[src/rtl/stopwatch_counter_if.sv]
// rtl/stopwatch_counter_if.sv - command input and BCD time/status outputs of the stopwatch core
interface stopwatch_counter_if;
    logic [2:0] state;
    logic [3:0] cs_ones;
    logic [3:0] cs_tens;
    logic [3:0] sec_ones;
    logic [3:0] sec_tens;
    logic [3:0] min_ones;
    logic [3:0] min_tens;
    logic [1:0] mode;
    logic       running;
    logic       overflow;

    modport master (
        output state,
        input  cs_ones, cs_tens, sec_ones, sec_tens, min_ones, min_tens,
        input  mode, running, overflow
    );

    modport slave (
        input  state,
        output cs_ones, cs_tens, sec_ones, sec_tens, min_ones, min_tens,
        output mode, running, overflow
    );
endinterface

[src/rtl/stopwatch_counter.sv]
// rtl/stopwatch_counter.sv - command FSM, centisecond prescaler and MM:SS.CC BCD counter
module stopwatch_counter #(
    parameter int CLK_HZ  = 50_000_000,
    parameter int TICK_HZ = 100
) (
    input  logic               clk,
    input  logic               rst_n,
    stopwatch_counter_if.slave sw
);
    localparam int DIV = CLK_HZ / TICK_HZ;
    localparam int PW  = (DIV > 2) ? $clog2(DIV) : 1;

    localparam logic [2:0] CMD_RESET = 3'b001;
    localparam logic [2:0] CMD_COUNT = 3'b010;
    localparam logic [2:0] CMD_PAUSE = 3'b011;
    localparam logic [2:0] CMD_STOP  = 3'b100;

    typedef enum logic [1:0] {
        IDLE    = 2'd0,
        RUN     = 2'd1,
        PAUSED  = 2'd2,
        STOPPED = 2'd3
    } mode_t;

    mode_t curMode;
    mode_t nextMode;

    logic [PW-1:0] prescaler;
    logic [3:0]    csOnes, csTens, secOnes, secTens, minOnes, minTens;
    logic          tick;
    logic          carryCsTens, carrySecOnes, carrySecTens, carryMinOnes, carryMinTens, wrap;

    function automatic logic [3:0] bcdNext(input logic [3:0] d, input logic [3:0] top);
        return (d == top) ? 4'd0 : d + 4'd1;
    endfunction

    always_ff @(posedge clk or negedge rst_n) begin
        if (!rst_n) curMode <= IDLE;
        else        curMode <= nextMode;
    end

    always_comb begin
        nextMode = curMode;
        case (sw.state)
            CMD_RESET: nextMode = IDLE;
            CMD_COUNT: if (curMode == IDLE || curMode == PAUSED) nextMode = RUN;
            CMD_PAUSE: if (curMode == RUN) nextMode = PAUSED;
            CMD_STOP:  if (curMode == RUN || curMode == PAUSED) nextMode = STOPPED;
            default:   nextMode = curMode;
        endcase
    end

    // Advancement is gated by the pre-edge mode, so the PAUSE/STOP edge still counts.
    assign tick         = (curMode == RUN) && (prescaler == PW'(DIV - 1));
    assign carryCsTens  = tick         && (csOnes  == 4'd9);
    assign carrySecOnes = carryCsTens  && (csTens  == 4'd9);
    assign carrySecTens = carrySecOnes && (secOnes == 4'd9);
    assign carryMinOnes = carrySecTens && (secTens == 4'd5);
    assign carryMinTens = carryMinOnes && (minOnes == 4'd9);
    assign wrap         = carryMinTens && (minTens == 4'd9);

    always_ff @(posedge clk or negedge rst_n) begin
        if (!rst_n) begin
            prescaler    <= '0;
            csOnes       <= 4'd0;
            csTens       <= 4'd0;
            secOnes      <= 4'd0;
            secTens      <= 4'd0;
            minOnes      <= 4'd0;
            minTens      <= 4'd0;
            sw.overflow  <= 1'b0;
        end else if (sw.state == CMD_RESET) begin
            prescaler    <= '0;
            csOnes       <= 4'd0;
            csTens       <= 4'd0;
            secOnes      <= 4'd0;
            secTens      <= 4'd0;
            minOnes      <= 4'd0;
            minTens      <= 4'd0;
            sw.overflow  <= 1'b0;
        end else if (curMode == RUN) begin
            prescaler <= tick ? '0 : prescaler + PW'(1);
            if (tick)         csOnes  <= bcdNext(csOnes, 4'd9);
            if (carryCsTens)  csTens  <= bcdNext(csTens, 4'd9);
            if (carrySecOnes) secOnes <= bcdNext(secOnes, 4'd9);
            if (carrySecTens) secTens <= bcdNext(secTens, 4'd5);
            if (carryMinOnes) minOnes <= bcdNext(minOnes, 4'd9);
            if (carryMinTens) minTens <= bcdNext(minTens, 4'd9);
            if (wrap)         sw.overflow <= 1'b1;
        end
    end

    assign sw.cs_ones  = csOnes;
    assign sw.cs_tens  = csTens;
    assign sw.sec_ones = secOnes;
    assign sw.sec_tens = secTens;
    assign sw.min_ones = minOnes;
    assign sw.min_tens = minTens;
    assign sw.mode     = curMode;
    assign sw.running  = (curMode == RUN);
endmodule
[src/flat_wrapper.sv]
// flat-port wrapper written by rule: the top's interface ports become plain ports
module stopwatch_counter_flat 
#(
    parameter int CLK_HZ  = 50_000_000,
    parameter int TICK_HZ = 100
)
  (clk, rst_n, sw_state, sw_cs_ones, sw_cs_tens, sw_sec_ones, sw_sec_tens, sw_min_ones, sw_min_tens, sw_mode, sw_running, sw_overflow);
  stopwatch_counter_if sw_i ();
  input  logic clk;
  input  logic rst_n;
  input wire logic [$bits(sw_i.state)-1:0] sw_state;
  output wire logic [$bits(sw_i.cs_ones)-1:0] sw_cs_ones;
  output wire logic [$bits(sw_i.cs_tens)-1:0] sw_cs_tens;
  output wire logic [$bits(sw_i.sec_ones)-1:0] sw_sec_ones;
  output wire logic [$bits(sw_i.sec_tens)-1:0] sw_sec_tens;
  output wire logic [$bits(sw_i.min_ones)-1:0] sw_min_ones;
  output wire logic [$bits(sw_i.min_tens)-1:0] sw_min_tens;
  output wire logic [$bits(sw_i.mode)-1:0] sw_mode;
  output wire logic [$bits(sw_i.running)-1:0] sw_running;
  output wire logic [$bits(sw_i.overflow)-1:0] sw_overflow;
  assign sw_i.state = sw_state;
  assign sw_cs_ones = sw_i.cs_ones;
  assign sw_cs_tens = sw_i.cs_tens;
  assign sw_sec_ones = sw_i.sec_ones;
  assign sw_sec_tens = sw_i.sec_tens;
  assign sw_min_ones = sw_i.min_ones;
  assign sw_min_tens = sw_i.min_tens;
  assign sw_mode = sw_i.mode;
  assign sw_running = sw_i.running;
  assign sw_overflow = sw_i.overflow;
  stopwatch_counter #(.CLK_HZ(CLK_HZ), .TICK_HZ(TICK_HZ)) u_core (.clk(clk), .rst_n(rst_n), .sw(sw_i));
endmodule
[config.mk]
export PLATFORM = sky130hd
export DESIGN_NAME = stopwatch_counter_flat
export DESIGN_NICKNAME = d
export VERILOG_FILES = /design/src/rtl/stopwatch_counter_if.sv /design/src/rtl/stopwatch_counter.sv /design/src/flat_wrapper.sv
export SDC_FILE = /design/constraint.sdc
export NUM_CORES = 1
export LEC_CHECK = 0
export CORE_ASPECT_RATIO = 0.5
export CORE_MARGIN = 2
export CORE_UTILIZATION = 60
export DETAILED_ROUTE_END_ITERATION = 8
export MAX_ROUTING_LAYER = met4
export PLACE_DENSITY = 0.85
export SLEW_MARGIN = 20
export SYNTH_ARGS = -nofsm -noshare
export SYNTH_HDL_FRONTEND = slang
export SYNTH_SLANG_ARGS = --single-unit
[constraint.sdc]
create_clock -name clk -period 4.9 [get_ports clk]
set_input_delay 0.98 -clock clk [delete_from_list [all_inputs] [get_ports clk]]
set_output_delay 0.98 -clock clk [all_outputs]
set_load 0.03 [all_outputs]
; ---- Yosys cells after proc, flatten, opt, wreduce, memory -nomap -nowiden
; Cells that the tools add are included.
[op_classes]
n_addsub = 7
multipliers = 0
div_mod_pow = 0
n_lt_le_gt_ge = 0
eq_ne = 16
shifts = 0
muxes = 34
n_bitwise = 0
reduce_logical = 27
[op_table]
columns = operator, count
row1 = 4-bit two-way mux, 24
row2 = 19-bit two-way mux, 3
row3 = "4-bit by 1-bit adder with 4-bit output, second input constant", 6
row4 = "4-bit equality test, second input constant", 5
row5 = "19-bit by 1-bit adder with 19-bit output, second input constant", 1
row6 = "19-bit equality test, second input constant", 1
row7 = 2-bit nonzero test, 8
row8 = 2-bit AND reduction, 7
row9 = 2-bit case mux with 4 select lines, 1
row10 = 1-bit logical AND, 7
row11 = "3-bit by 2-bit equality test with 1-bit output, second input constant", 2
row12 = 2-bit two-way mux, 3
row13 = "4-bit by 3-bit equality test with 1-bit output, second input constant", 1
row14 = "2-bit by 1-bit != test with 1-bit output, second input constant", 2
row15 = 4-bit AND reduction, 1
row16 = 4-bit nonzero test, 1
row17 = "3-bit by 1-bit equality test with 1-bit output, second input constant", 1
row18 = "3-bit equality test, second input constant", 1
row19 = 1-bit two-way mux, 3
row20 = "2-bit by 1-bit equality test with 1-bit output, second input constant", 1
row21 = "2-bit equality test, second input constant", 1
row22 = 2-bit zero test, 1
row23 = 1-bit logical OR, 2
row24 = "2-bit != test, second input constant", 1
[word_totals]
register_bits = 46
latch_bits = 0
mem_bits_rw = 0
mem_bits_ro = 0
inputBits = 5
out_inout_bits = 28
word_cells = 93
memories = 0

; ---- Depth between registers and ports, before layout
[logic_depth]
word_depth = 11
depth_mapped = 9

; ---- Worst setup path before layout
; OpenSTA, ideal clock, no wires.
[synth_path]
path_kind = reg-to-reg
from = register u_core.curMode[1] (netlist: u_core.sw.mode[1])
to = register u_core.minOnes[1] (netlist: u_core.sw.min_ones[1])
setup_ns = 0.125
arrival_ns = 2.556
required_ns = 4.775
path_slack_ns = 2.218
stages_incl_launch_ff = 8
period_less_slack_ns = 2.682
path_cell_list = dfrtp_1 -> inv_1 -> ha_1 -> nand4b_1 -> or2_4 -> nor4_4 -> nand2_2 -> mux2_4
[synth_via]
elab_chain_len = 8
elab_cells_between_ends = 9
classes_between = 1 x eq/ne / 8 x reduce/logical
[synth_rtl]
columns = item, line
row1 = "start, declared", stopwatch_counter.sv:25  ; mode_t curMode;
row2 = "start signal, assigned", stopwatch_counter.sv:39  ; else curMode <= nextMode;
row3 = 2-bit by 1-bit equality test with 1-bit output *, -
row4 = via sw_running, flat_wrapper.sv:19  ; output wire logic [$bits(sw_i.running)-1:0] sw_running;
row5 = 1-bit logical AND, stopwatch_counter.sv:54  ; assign tick = (curMode == RUN) && (prescaler == PW'(DIV - 1));
row6 = 1-bit logical AND, stopwatch_counter.sv:55  ; assign carryCsTens = tick && (csOnes == 4'd9);
row7 = 1-bit logical AND, stopwatch_counter.sv:56  ; assign carrySecOnes = carryCsTens && (csTens == 4'd9);
row8 = 1-bit logical AND, stopwatch_counter.sv:57  ; assign carrySecTens = carrySecOnes && (secOnes == 4'd9);
row9 = 1-bit logical AND, stopwatch_counter.sv:58  ; assign carryMinOnes = carrySecTens && (secTens == 4'd5);
row10 = 2-bit nonzero test (no line), -
row11 = 2-bit AND reduction (no line) *, -
row12 = "end signal, assigned", stopwatch_counter.sv:87  ; if (carryMinOnes) minOnes <= bcdNext(minOnes, 4'd9);
row13 = "end, declared", stopwatch_counter.sv:29  ; logic [3:0] csOnes, csTens, secOnes, secTens, minOnes, minTens;
; The timed path passes the listed nets; every way through them passes the cells marked *.
; A chain may end at the register's enable or synchronous reset.

; ---- Worst setup path in the final report
[layout_path]
from = input port sw_state[0]
to = register u_core.prescaler[9]
[layout_via]
elab_chain_len = 2
elab_cells_between_ends = 3
classes_between = 1 x eq/ne / 1 x mux / 1 x reduce/logical
[layout_rtl]
columns = item, line
row1 = "start, declared", flat_wrapper.sv:11  ; input wire logic [$bits(sw_i.state)-1:0] sw_state;
row2 = 3-bit by 1-bit equality test with 1-bit output *, stopwatch_counter.sv:72  ; end else if (sw.state == CMD_RESET) begin
row3 = 19-bit two-way mux or 2-bit nonzero test (tied branches), -
row4 = "end signal, assigned", stopwatch_counter.sv:82  ; prescaler <= tick ? '0 : prescaler + PW'(1);
row5 = "end, declared", stopwatch_counter.sv:28  ; logic [PW-1:0] prescaler;
; Every way passes the cells marked *; elsewhere a longest branch is shown, timed or not.

==> results.sh <==
export IMPL_outcome="finished clean"
export IMPL_synth_edff_count=0
export IMPL_cts_setup_buffers=0
export IMPL_min_from="u_core.sw.overflow"
export IMPL_grt_max_degree=47
export IMPL_cts_resized=0
export IMPL_path_clk_slew_ns=0.08
export IMPL_yosys_area_top_type="dfrtp_1"
export IMPL_core_area_sq_um=4360
export IMPL_synth_cell_types=49
export IMPL_hold_class="flip-flop to flip-flop"
export IMPL_wl_per_cell_microns=14.8
export IMPL_cts_htree_levels=2
export IMPL_post_route_util_pct=72.6
export IMPL_area_delta_synth_final_pct=17.4
export IMPL_root_buffer="clkbuf_8"
export IMPL_grt_pass1_vias=2142
export IMPL_grt_pass1_wl_microns=9560
export IMPL_cts_hold_buf=0
export IMPL_crit_required_ns=5.07
export IMPL_die_y_microns=51.4
export IMPL_cp_max_fo=11
export IMPL_ys_flop_type="dfrtp_1"
export IMPL_worst_pin_slew_ns=0.629
export IMPL_netlist_area_sq_um=2700
export IMPL_power_leakage_nw=1.42
export IMPL_finalCritPeriodShare_pct=60.4
export IMPL_fmax_mhz=338
export IMPL_cts_tree="done"
export IMPL_yosysTopAreaCellShare_pct=42.7
export IMPL_place_inst=369
export IMPL_finalHoldViolCount=0
export IMPL_numPortBuffers=32
export IMPL_drt_initial_drc_count=76
export IMPL_grt_overflow=0
export IMPL_drtAntennaViolNets=0
export IMPL_finClkSkew_ns=0.00965
export IMPL_die_area_sq_um=5080
export IMPL_dr_pass1_iters=4
export IMPL_initial_core_util_pct=61.8
export IMPL_cts_buffer_depth=2
export IMPL_syn_area_per_cell_sq_um=9.46
export IMPL_cts_made_buffers=5
export IMPL_drt_wl_total_microns=5590
export IMPL_drc=0
export IMPL_synthTopCellsByArea="dfrtp_1, ha_1, nor2_1"
export IMPL_cts_sinks=46
export IMPL_crit_path_start="sw_state[0]"
export IMPL_tns_ns=0
export IMPL_slew_violations=0
export IMPL_stdcell_count=377
export IMPL_rows=17
export IMPL_clk_latency_ns=0.30
export IMPL_vias=2258
export IMPL_drive_gt1_share_pct=8.13
export IMPL_totalPowerFinal_uw=829
export IMPL_ios=33
export IMPL_synth_warnings=0
export IMPL_rsz0062_at_grt="no"
export IMPL_synth_async_reset_ratio_pct=100
export IMPL_yosysSeqAreaShare_pct=42.7
export IMPL_antenna_found_initial=0
export IMPL_globalplace_congestion=0.824
export IMPL_rr_startpoint="u_core.sw.mode[1]"
export IMPL_path_class="primary input to flip-flop"
export IMPL_relSlewSlack_pct=57.7
export IMPL_finalSetupViolCount=0
export IMPL_grt_usage_pct=24.5
export IMPL_num_antenna_cells=0
export IMPL_peakVddDrop_uv=347
export IMPL_crit_path_end_kind="flip-flop"
export IMPL_min_period_ns=2.96
export IMPL_syn_nets=306
export IMPL_worst_hold_slack_ns=0.506
export IMPL_worst_setup_path_start_kind="primary input"
export IMPL_worstPathArrival_ns=3.13
export IMPL_drv_cap=0
export IMPL_fin_nets=340
export IMPL_ys_ff_latch=46
export IMPL_die_x_microns=98.8
export IMPL_routed_via_density=5.99
export IMPL_postSynthCellCount=285
export IMPL_hpwl_microns=3980
export IMPL_p_per_area_nw_per_um2=262
-- state kept, by name, summed over array words and instances, names as in the netlist --
name and cells:
u_core.sw.cs_ones 4, u_core.sw.min_tens 4, u_core.sw.mode 2, u_core.sw.min_ones 4, u_core.sw.sec_ones 4, u_core.prescaler 19
u_core.sw.overflow 1, u_core.sw.cs_tens 4, u_core.sw.sec_tens 4
-- worst max-delay path: stages --
cell and delay, ns:
clkdlybuf4s50_1 0.58, or3b_2 0.62, a211oi_1 0.54, nand3_1 0.18
xor2_1 0.17, nor2_1 0.06
-- placed cells by master, fill, tap and decap left out, drive strengths merged, types with 4 or more instances in the layout --
master	Yosys	routed
a21oi	18	18
a31o	4	4
clkbuf	4	7
dfrtp	46	46
or3	11	11
nor2	37	37
nand4	6	6
nand2	31	31
mux2i	6	6
o21ai	8	8
nor3	5	5
nand3b	5	5
nor4	5	5
inv	11	11
ha	16	16
xor2	15	15
nand3	14	14
clkdlybuf4s50	0	31
-- worst paths after layout --
path | slack [ns] | cells past startpoint | endpoint
hold / removal | 0.51 | 1 | u_core.sw.overflow
setup / recovery | 1.94 | 6 | u_core.prescaler[9]
hold reg to reg | 0.51 | 1 | u_core.sw.overflow
setup reg to reg | 2.26 | 7 | u_core.sw.min_tens[2]
min in group asynchronous | 0.66 | 1 | u_core.prescaler[18]
max in group asynchronous | 3.84 | 1 | u_core.prescaler[13]
-- metal layers --
layer	routed length [microns]	global-route usage, %	vias to the layer above
li1	-	-	1075
met1	2600	30.1	1113
met2	2660	40.4	58
met3	232	5.34	12
met4	90	9.59	0
met5	0	-	-
-- stage by stage --
stage / setup WS (ns) / area [sq um]
after detailed placement: 1.62 / 3070
after floorplan: 2.22 / 2700
after global routing: 1.77 / 3160
after CTS: 1.94 / 3160
after global placement: 1.72 / 3070
final: 1.94 / 3160
-- cell families after synthesis --
group           share of synthesized area [%]
flops                                    42.7
mux                                      2.78
compound gates                           10.3
simple gates                             28.6
buf+inv                                  2.60
xor+xnor                                 5.52
fa+ha+maj                                7.42
-- synthesized netlist by cell type, drive strengths merged, types with 4 or more instances --
master / instances
a21oi: 18
a31o: 4
clkbuf: 4
dfrtp: 46
ha: 16
inv: 11
mux2i: 6
nand2: 31
nand3: 14
nand3b: 5
nand4: 6
nor2: 37
nor3: 5
nor4: 5
o21ai: 8
or3: 11
xor2: 15
-- final cells by class --
type                       instances  area (sq um)
clock buffer                       7          86.3
clock inverter                     1          5.00
inverter                          12          45.0
timing repair buffer              33           325
tap                               57          71.3
sequential                        46          1150
multi-input combinational        221          1480
fill                             312          1200
-- power breakdown --
part | internal [mW] | switching (mW) | leakage [nW]
logic | 0.0643 | 0.107 | 0.735
clock network | 0.114 | 0.126 | 0.0482
registers | 0.398 | 0.0195 | 0.636
No activity file was read; power rests on OpenSTA's default activity.
